`config.mk`:
```
export PLATFORM = sky130hd
export DESIGN_NAME = mem_to_com_fsm
export DESIGN_NICKNAME = d
export VERILOG_FILES = /design/src/rtl/mem_to_com_fsm_pkg.sv /design/src/rtl/mem_to_com_fsm_rd_seq.sv /design/src/rtl/mem_to_com_fsm.sv
export SDC_FILE = /design/constraint.sdc
export NUM_CORES = 1
export LEC_CHECK = 0
export CELL_PAD_IN_SITES_DETAIL_PLACEMENT = 1
export CELL_PAD_IN_SITES_GLOBAL_PLACEMENT = 2
export CORE_UTILIZATION = 33
export CTS_CLUSTER_DIAMETER = 30
export DETAILED_ROUTE_END_ITERATION = 10
export PLACE_DENSITY = 0.92
export SLEW_MARGIN = 30
export SYNTH_ARGS = -nofsm -noshare
export SYNTH_HDL_FRONTEND = slang
export SYNTH_SLANG_ARGS = --single-unit
```
`constraint.sdc`:
```
create_clock -name clk -period 3.62 [get_ports clk]
set_input_delay 0.362 -clock clk [delete_from_list [all_inputs] [get_ports clk]]
set_output_delay 0.362 -clock clk [all_outputs]
set_load 0.02 [all_outputs]
```
`src/rtl/mem_to_com_fsm_pkg.sv`:
```
// Shared definitions for the RAM-to-UART frame dumper: state encodings and frame constants.
// The state codes are also what the 7-segment debug display decodes.
package mem_to_com_fsm_pkg;

    localparam logic [3:0] ST_IDLE     = 4'd0;
    localparam logic [3:0] ST_HEADER   = 4'd1;
    localparam logic [3:0] ST_RD_ADDR  = 4'd2;
    localparam logic [3:0] ST_RD_WAIT  = 4'd3;
    localparam logic [3:0] ST_SEND     = 4'd4;
    localparam logic [3:0] ST_WAIT_TX  = 4'd5;
    localparam logic [3:0] ST_CHECKSUM = 4'd6;
    localparam logic [3:0] ST_DONE     = 4'd7;

    localparam logic [7:0] HDR_BYTE_DEFAULT = 8'hAA;

endpackage

```
`src/rtl/mem_to_com_fsm_rd_seq.sv`:
```
// mem_rd_seq: RAM read address generator with wrap at DEPTH-1, remaining-byte counter
// and the RD_LATENCY wait counter used by the frame FSM.
module mem_rd_seq #(
    parameter int ADDR_WIDTH = 17,
    parameter int DEPTH      = 76_800,
    parameter int RD_LATENCY = 1
) (
    input  logic                  clk,
    input  logic                  rst,
    input  logic                  load_i,
    input  logic [ADDR_WIDTH-1:0] addr_start_i,
    input  logic [ADDR_WIDTH-1:0] length_i,
    input  logic                  advance_i,
    input  logic                  lat_load_i,
    input  logic                  lat_tick_i,
    output logic [ADDR_WIDTH-1:0] addr_o,
    output logic                  bytes_left_o,
    output logic                  lat_done_o
);

    localparam logic [ADDR_WIDTH-1:0] DEPTH_A   = ADDR_WIDTH'(DEPTH);
    localparam logic [ADDR_WIDTH-1:0] LAST_ADDR = ADDR_WIDTH'(DEPTH - 1);
    localparam logic [ADDR_WIDTH-1:0] ONE_A     = ADDR_WIDTH'(1);
    localparam logic [1:0]            LAT_INIT  = 2'(RD_LATENCY - 1);

    logic [ADDR_WIDTH-1:0] addr_q, addr_d;
    logic [ADDR_WIDTH-1:0] cnt_q, cnt_d;
    logic [1:0]            lat_q, lat_d;

    always_comb begin
        addr_d = addr_q;
        cnt_d  = cnt_q;
        lat_d  = lat_q;
        if (load_i) begin
            addr_d = addr_start_i;
            cnt_d  = (length_i > DEPTH_A) ? DEPTH_A : length_i;
        end else if (advance_i) begin
            addr_d = (addr_q == LAST_ADDR) ? '0 : addr_q + ONE_A;
            cnt_d  = cnt_q - ONE_A;
        end
        // The address is held from RD_ADDR through SEND, so the wait only has to cover latency.
        if (lat_load_i) begin
            lat_d = LAT_INIT;
        end else if (lat_tick_i && (lat_q != 2'd0)) begin
            lat_d = lat_q - 2'd1;
        end
    end

    always_ff @(posedge clk or posedge rst) begin
        if (rst) begin
            addr_q <= '0;
            cnt_q  <= '0;
            lat_q  <= '0;
        end else begin
            addr_q <= addr_d;
            cnt_q  <= cnt_d;
            lat_q  <= lat_d;
        end
    end

    assign addr_o       = addr_q;
    assign bytes_left_o = (cnt_q != '0);
    assign lat_done_o   = (lat_q == 2'd0);

endmodule

```
`src/rtl/mem_to_com_fsm.sv`:
```
// Dumps a RAM region over a UART TX as a frame: header byte, data bytes, 8-bit additive checksum.
// o_tx_dv is registered and is high in the first WAIT_TX cycle after each HEADER/SEND/CHECKSUM.
module mem_to_com_fsm
    import mem_to_com_fsm_pkg::*;
#(
    parameter int                    ADDR_WIDTH = 17,
    parameter int                    DATA_WIDTH = 8,
    parameter int                    DEPTH      = 76_800,
    parameter int                    RD_LATENCY = 1,
    parameter logic [DATA_WIDTH-1:0] HDR_BYTE   = HDR_BYTE_DEFAULT
) (
    input  logic                  clk,
    input  logic                  rst,
    input  logic                  i_start,
    input  logic [ADDR_WIDTH-1:0] i_addr_start,
    input  logic [ADDR_WIDTH-1:0] i_length,
    output logic [ADDR_WIDTH-1:0] o_addr_rd,
    input  logic [DATA_WIDTH-1:0] i_data_rd,
    output logic                  o_tx_dv,
    output logic [DATA_WIDTH-1:0] o_tx_byte,
    input  logic                  i_tx_active,
    input  logic                  i_tx_done,
    output logic                  o_busy,
    output logic                  o_done,
    output logic [3:0]            o_state
);

    logic [3:0]            state_q, state_d;
    logic [7:0]            cks_q, cks_d;
    logic                  cks_sent_q, cks_sent_d;
    logic [DATA_WIDTH-1:0] tx_byte_q, tx_byte_d;
    logic                  tx_dv_q, tx_dv_d;
    logic                  load, advance, lat_load, lat_tick;
    logic                  bytes_left, lat_done;

    mem_rd_seq #(
        .ADDR_WIDTH (ADDR_WIDTH),
        .DEPTH      (DEPTH),
        .RD_LATENCY (RD_LATENCY)
    ) u_rd_seq (
        .clk          (clk),
        .rst          (rst),
        .load_i       (load),
        .addr_start_i (i_addr_start),
        .length_i     (i_length),
        .advance_i    (advance),
        .lat_load_i   (lat_load),
        .lat_tick_i   (lat_tick),
        .addr_o       (o_addr_rd),
        .bytes_left_o (bytes_left),
        .lat_done_o   (lat_done)
    );

    always_comb begin
        state_d    = state_q;
        cks_d      = cks_q;
        cks_sent_d = cks_sent_q;
        tx_byte_d  = tx_byte_q;
        tx_dv_d    = 1'b0;
        load       = 1'b0;
        advance    = 1'b0;
        lat_load   = 1'b0;
        lat_tick   = 1'b0;
        case (state_q)
            ST_IDLE: begin
                if (i_start) begin
                    load       = 1'b1;
                    cks_d      = '0;
                    cks_sent_d = 1'b0;
                    state_d    = ST_HEADER;
                end
            end
            ST_HEADER: begin
                if (!i_tx_active) begin
                    tx_dv_d   = 1'b1;
                    tx_byte_d = HDR_BYTE;
                    state_d   = ST_WAIT_TX;
                end
            end
            ST_RD_ADDR: begin
                lat_load = 1'b1;
                state_d  = ST_RD_WAIT;
            end
            ST_RD_WAIT: begin
                if (lat_done) state_d = ST_SEND;
                else          lat_tick = 1'b1;
            end
            ST_SEND: begin
                if (!i_tx_active) begin
                    tx_dv_d   = 1'b1;
                    tx_byte_d = i_data_rd;
                    cks_d     = cks_q + i_data_rd[7:0];
                    advance   = 1'b1;
                    state_d   = ST_WAIT_TX;
                end
            end
            ST_WAIT_TX: begin
                // A done coinciding with our own dv pulse belongs to the previous byte.
                if (i_tx_done && !tx_dv_q) begin
                    if (bytes_left)       state_d = ST_RD_ADDR;
                    else if (!cks_sent_q) state_d = ST_CHECKSUM;
                    else                  state_d = ST_DONE;
                end
            end
            ST_CHECKSUM: begin
                if (!i_tx_active) begin
                    tx_dv_d    = 1'b1;
                    tx_byte_d  = DATA_WIDTH'(cks_q);
                    cks_sent_d = 1'b1;
                    state_d    = ST_WAIT_TX;
                end
            end
            ST_DONE:  state_d = ST_IDLE;
            default:  state_d = ST_IDLE;
        endcase
    end

    always_ff @(posedge clk or posedge rst) begin
        if (rst) begin
            state_q    <= ST_IDLE;
            cks_q      <= '0;
            cks_sent_q <= 1'b0;
            tx_byte_q  <= '0;
            tx_dv_q    <= 1'b0;
        end else begin
            state_q    <= state_d;
            cks_q      <= cks_d;
            cks_sent_q <= cks_sent_d;
            tx_byte_q  <= tx_byte_d;
            tx_dv_q    <= tx_dv_d;
        end
    end

    assign o_tx_dv   = tx_dv_q;
    assign o_tx_byte = tx_byte_q;
    assign o_busy    = (state_q != ST_IDLE);
    assign o_done    = (state_q == ST_DONE);
    assign o_state   = state_q;

endmodule

```
==> flow_summary.json <==
{
  "start_util": 0.3425,
  "die_w_um": 106.0,
  "synthArstFlopShare": 1.000,
  "fin_skew_ns": 0.01166,
  "dr.pass1.iters": 4,
  "cp_max_fo": 23,
  "tns_ns": 0,
  "yosys.area_share.simple": 0.2424,
  "max-vdd-ir-drop_mv": 0.3421,
  "synth_fa_ha_area_frac": 0.04420,
  "first_global_vias": 3785,
  "synth_cells": 405,
  "ant_nets": 0,
  "arrival_ns": 2.86,
  "synth_top_family_by_area": "simple AND/OR/NAND/NOR gates",
  "clkTransAtPathRegs_ns": 0.07,
  "globalplace.congestion": 0.8210,
  "syn_area_mm2": 0.003567,
  "area_delta_synth_final_pct": 30.83,
  "drt_first_iter_violations": 130,
  "clkLatencyLatePin_ns": 0.35,
  "ys_types": 63,
  "grt_pass1_wl_mm": 19.05,
  "routed_wl_mm": 11.31,
  "max_slew_margin": 0.4442,
  "r2r_cells": 5,
  "grt_max_degree": 40,
  "fin_crit_sh": 0.7297,
  "syn_nets": 464,
  "synthMostInstantiatedCell": "dfrtp_1",
  "synth_compound_area_frac": 0.2024,
  "rows": 37,
  "drc": 0,
  "cts_num_sinks": 57,
  "p_leak_nw": 1.802,
  "final_max_slew_viol_count": 0,
  "wl_per_cell_um": 18.36,
  "hold_class": "in -> async",
  "hold_viol_final": 0,
  "max_freq_mhz": 378.6,
  "antenna_found_initial": 0,
  "antenna_cells": 0,
  "clockBufferDepth": 2,
  "synthXorXnorAreaFrac": 0.05647,
  "min_period_ns": 2.642,
  "drive_above_1_share": 0.06875,
  "synth_area_per_cell_um2": 8.808,
  "yosys.area.top_type": "dfrtp_1",
  "synthTopCellsByCount": "57 x dfrtp_1, 53 x nand2_1, 34 x a21oi_1",
  "fp.dieH_um": 106.0,
  "yosysTopAreaCellShare": 0.3999,
  "hpwl_mm": 8.169,
  "numCtsBuffers": 9,
  "postCtsSetupBuffers": 0,
  "tightest_slew_ns": 0.8261,
  "pin_count": 79,
  "maxCapViolCount": 0,
  "cts_tree": "built",
  "htree_levels": 3,
  "cts_resized": 0,
  "gr-total-overflow": 0,
  "yosys_warnings": 0,
  "final_nets": 535,
  "power.total_mw": 3.602,
  "status": "complete, no violations",
  "core_area_mm2": 0.01042,
  "route.vias.total": 3468,
  "timing.reg2reg.setup_slack_ns": 0.98,
  "synth_area_leaders": "dfrtp_1 40%, nand2_1 5.6%, a21oi_1 4.8%",
  "end_kind": "flip-flop",
  "vias_per_cell": 5.630,
  "cp-start-kind": "flip-flop",
  "synth_edf_count": 0,
  "cts_hold_buf": 0,
  "worstPathRequired_ns": 3.83,
  "crit_type": "reg -> reg",
  "rsz0062_at_grt": "no",
  "seq_area_frac_synth": 0.3999,
  "p_per_area_mw_per_mm2": 771.9,
  "dieArea_mm2": 0.01123,
  "grt.total_usage": 0.2151,
  "synth_mux_area_frac": 0.01403,
  "clock-root-buffer": "clkbuf_8",
  "port_buffers": 77,
  "synth-seq-cells": 57,
  "synth_flop_cell": "dfrtp_1",
  "finalSetupViolations": 0
}
logic make-up (layout without fill, tap and decap cells):
group / Yosys count / after routing
muxes: 5 / 5
adders and majority gates: 12 / 12
and+or+nand+nor: 161 / 161
other: 1 / 1
DFF: 57 / 57
xor gates and xnor gates: 23 / 23
buffers and inverters: 32 / 107
AOI/OAI and AO/OA: 114 / 114
power breakdown:
part / switching [mW] / internal, mW
clock network: 0.273 / 0.388
registers: 0.403 / 0.905
logic: 0.891 / 0.742
per-stage QoR:
| step | util | hold WS (ns) | std cells | area, µm² | worst slack, ns |
|---|---|---|---|---|---|
| final | 0.4480 | 0.3266 | 616 | 4667 | 0.9784 |
| after detailed placement | 0.4270 | 0.4796 | 601 | 4448 | 0.8828 |
| after floorplan | - | 0.4415 | 405 | 3567 | 1.544 |
| after global routing | 0.4480 | 0.3610 | 616 | 4667 | 0.7591 |
| after CTS | 0.4476 | 0.3469 | 616 | 4662 | 1.004 |
| after global placement | 0.4270 | 0.4665 | 601 | 4448 | 0.9764 |
worst max-delay path: stages (launching register included):
cell     delay (ns)
dfrtp_1        0.67
or4b_1         0.85
nand2_1        0.48
nand3_1        0.12
nand2_1        0.24
o21ai_0        0.14
worst paths after layout:
check,endpoint,startpoint
worst max-delay path,u_rd_seq.addr_o[7]$_DFFE_PP0P_,o_state[1]$_DFFE_PP0P_
worst min-delay path,cks_q[5]$_DFFE_PP0P_,rst
worst max register to register,u_rd_seq.addr_o[7]$_DFFE_PP0P_,o_state[1]$_DFFE_PP0P_
worst min register to register,cks_sent_q$_DFFE_PP0P_,cks_sent_q$_DFFE_PP0P_
max in group asynchronous,u_rd_seq.cnt_q[8]$_DFFE_PP0P_,rst
min in group clk,cks_sent_q$_DFFE_PP0P_,cks_sent_q$_DFFE_PP0P_
flip-flops by register name, indices dropped and copies added, names as in the netlist:
name,count
u_rd_seq.lat_q,2
cks_q,8
u_rd_seq.addr_o,17
cks_sent_q,1
u_rd_seq.cnt_q,17
o_state,3
o_tx_dv,1
o_tx_byte,8
per-layer routing:
| metal | part of all wire | global-route usage |
|---|---|---|
| met4 | 0.011 | 0.06250 |
| met5 | 0 | 0 |
| met1 | 0.45 | 0.2779 |
| met3 | 0.037 | 0.04108 |
| met2 | 0.50 | 0.3651 |
cell usage in the layout, fill, tap and decap left out, drive strengths merged, types with 2 or more instances in the layout:
| cell | synthesis | routed |
|---|---|---|
| dfrtp | 57 | 57 |
| mux2i | 5 | 5 |
| nand2b | 3 | 3 |
| nor4 | 12 | 12 |
| nor4b | 3 | 3 |
| or3 | 3 | 3 |
| clkdlybuf4s50 | 0 | 77 |
| nor3 | 10 | 10 |
| nand4 | 8 | 8 |
| or4b | 3 | 3 |
| o211ai | 6 | 6 |
| nor2b | 4 | 4 |
| nor3b | 5 | 5 |
| buf | 10 | 5 |
| nand3 | 18 | 18 |
| inv | 10 | 10 |
| a21o | 3 | 3 |
| a41oi | 2 | 2 |
| nor2 | 26 | 26 |
| o21ai | 32 | 32 |
| a22oi | 7 | 7 |
| clkbuf | 12 | 13 |
| o22ai | 6 | 6 |
| o311ai | 4 | 4 |
| a21oi | 34 | 34 |
| xnor2 | 6 | 6 |
| xor2 | 17 | 17 |
| or4 | 4 | 4 |
| a211oi | 4 | 4 |
| and2 | 2 | 2 |
| ha | 11 | 11 |
| o31ai | 4 | 4 |
| nand2 | 53 | 53 |
| and3 | 3 | 3 |
final cells by class:
cell class | count | area (µm²)
fillers | 1237 | 5749
multi-input cells | 316 | 2011
flip-flops and latches | 57 | 1426
repair buffers | 82 | 808.3
clock buffers | 13 | 178.9
well taps | 136 | 170.2
inverters | 10 | 37.54
clock inverters | 2 | 35.03
Power figures use the tool's default switching activity.
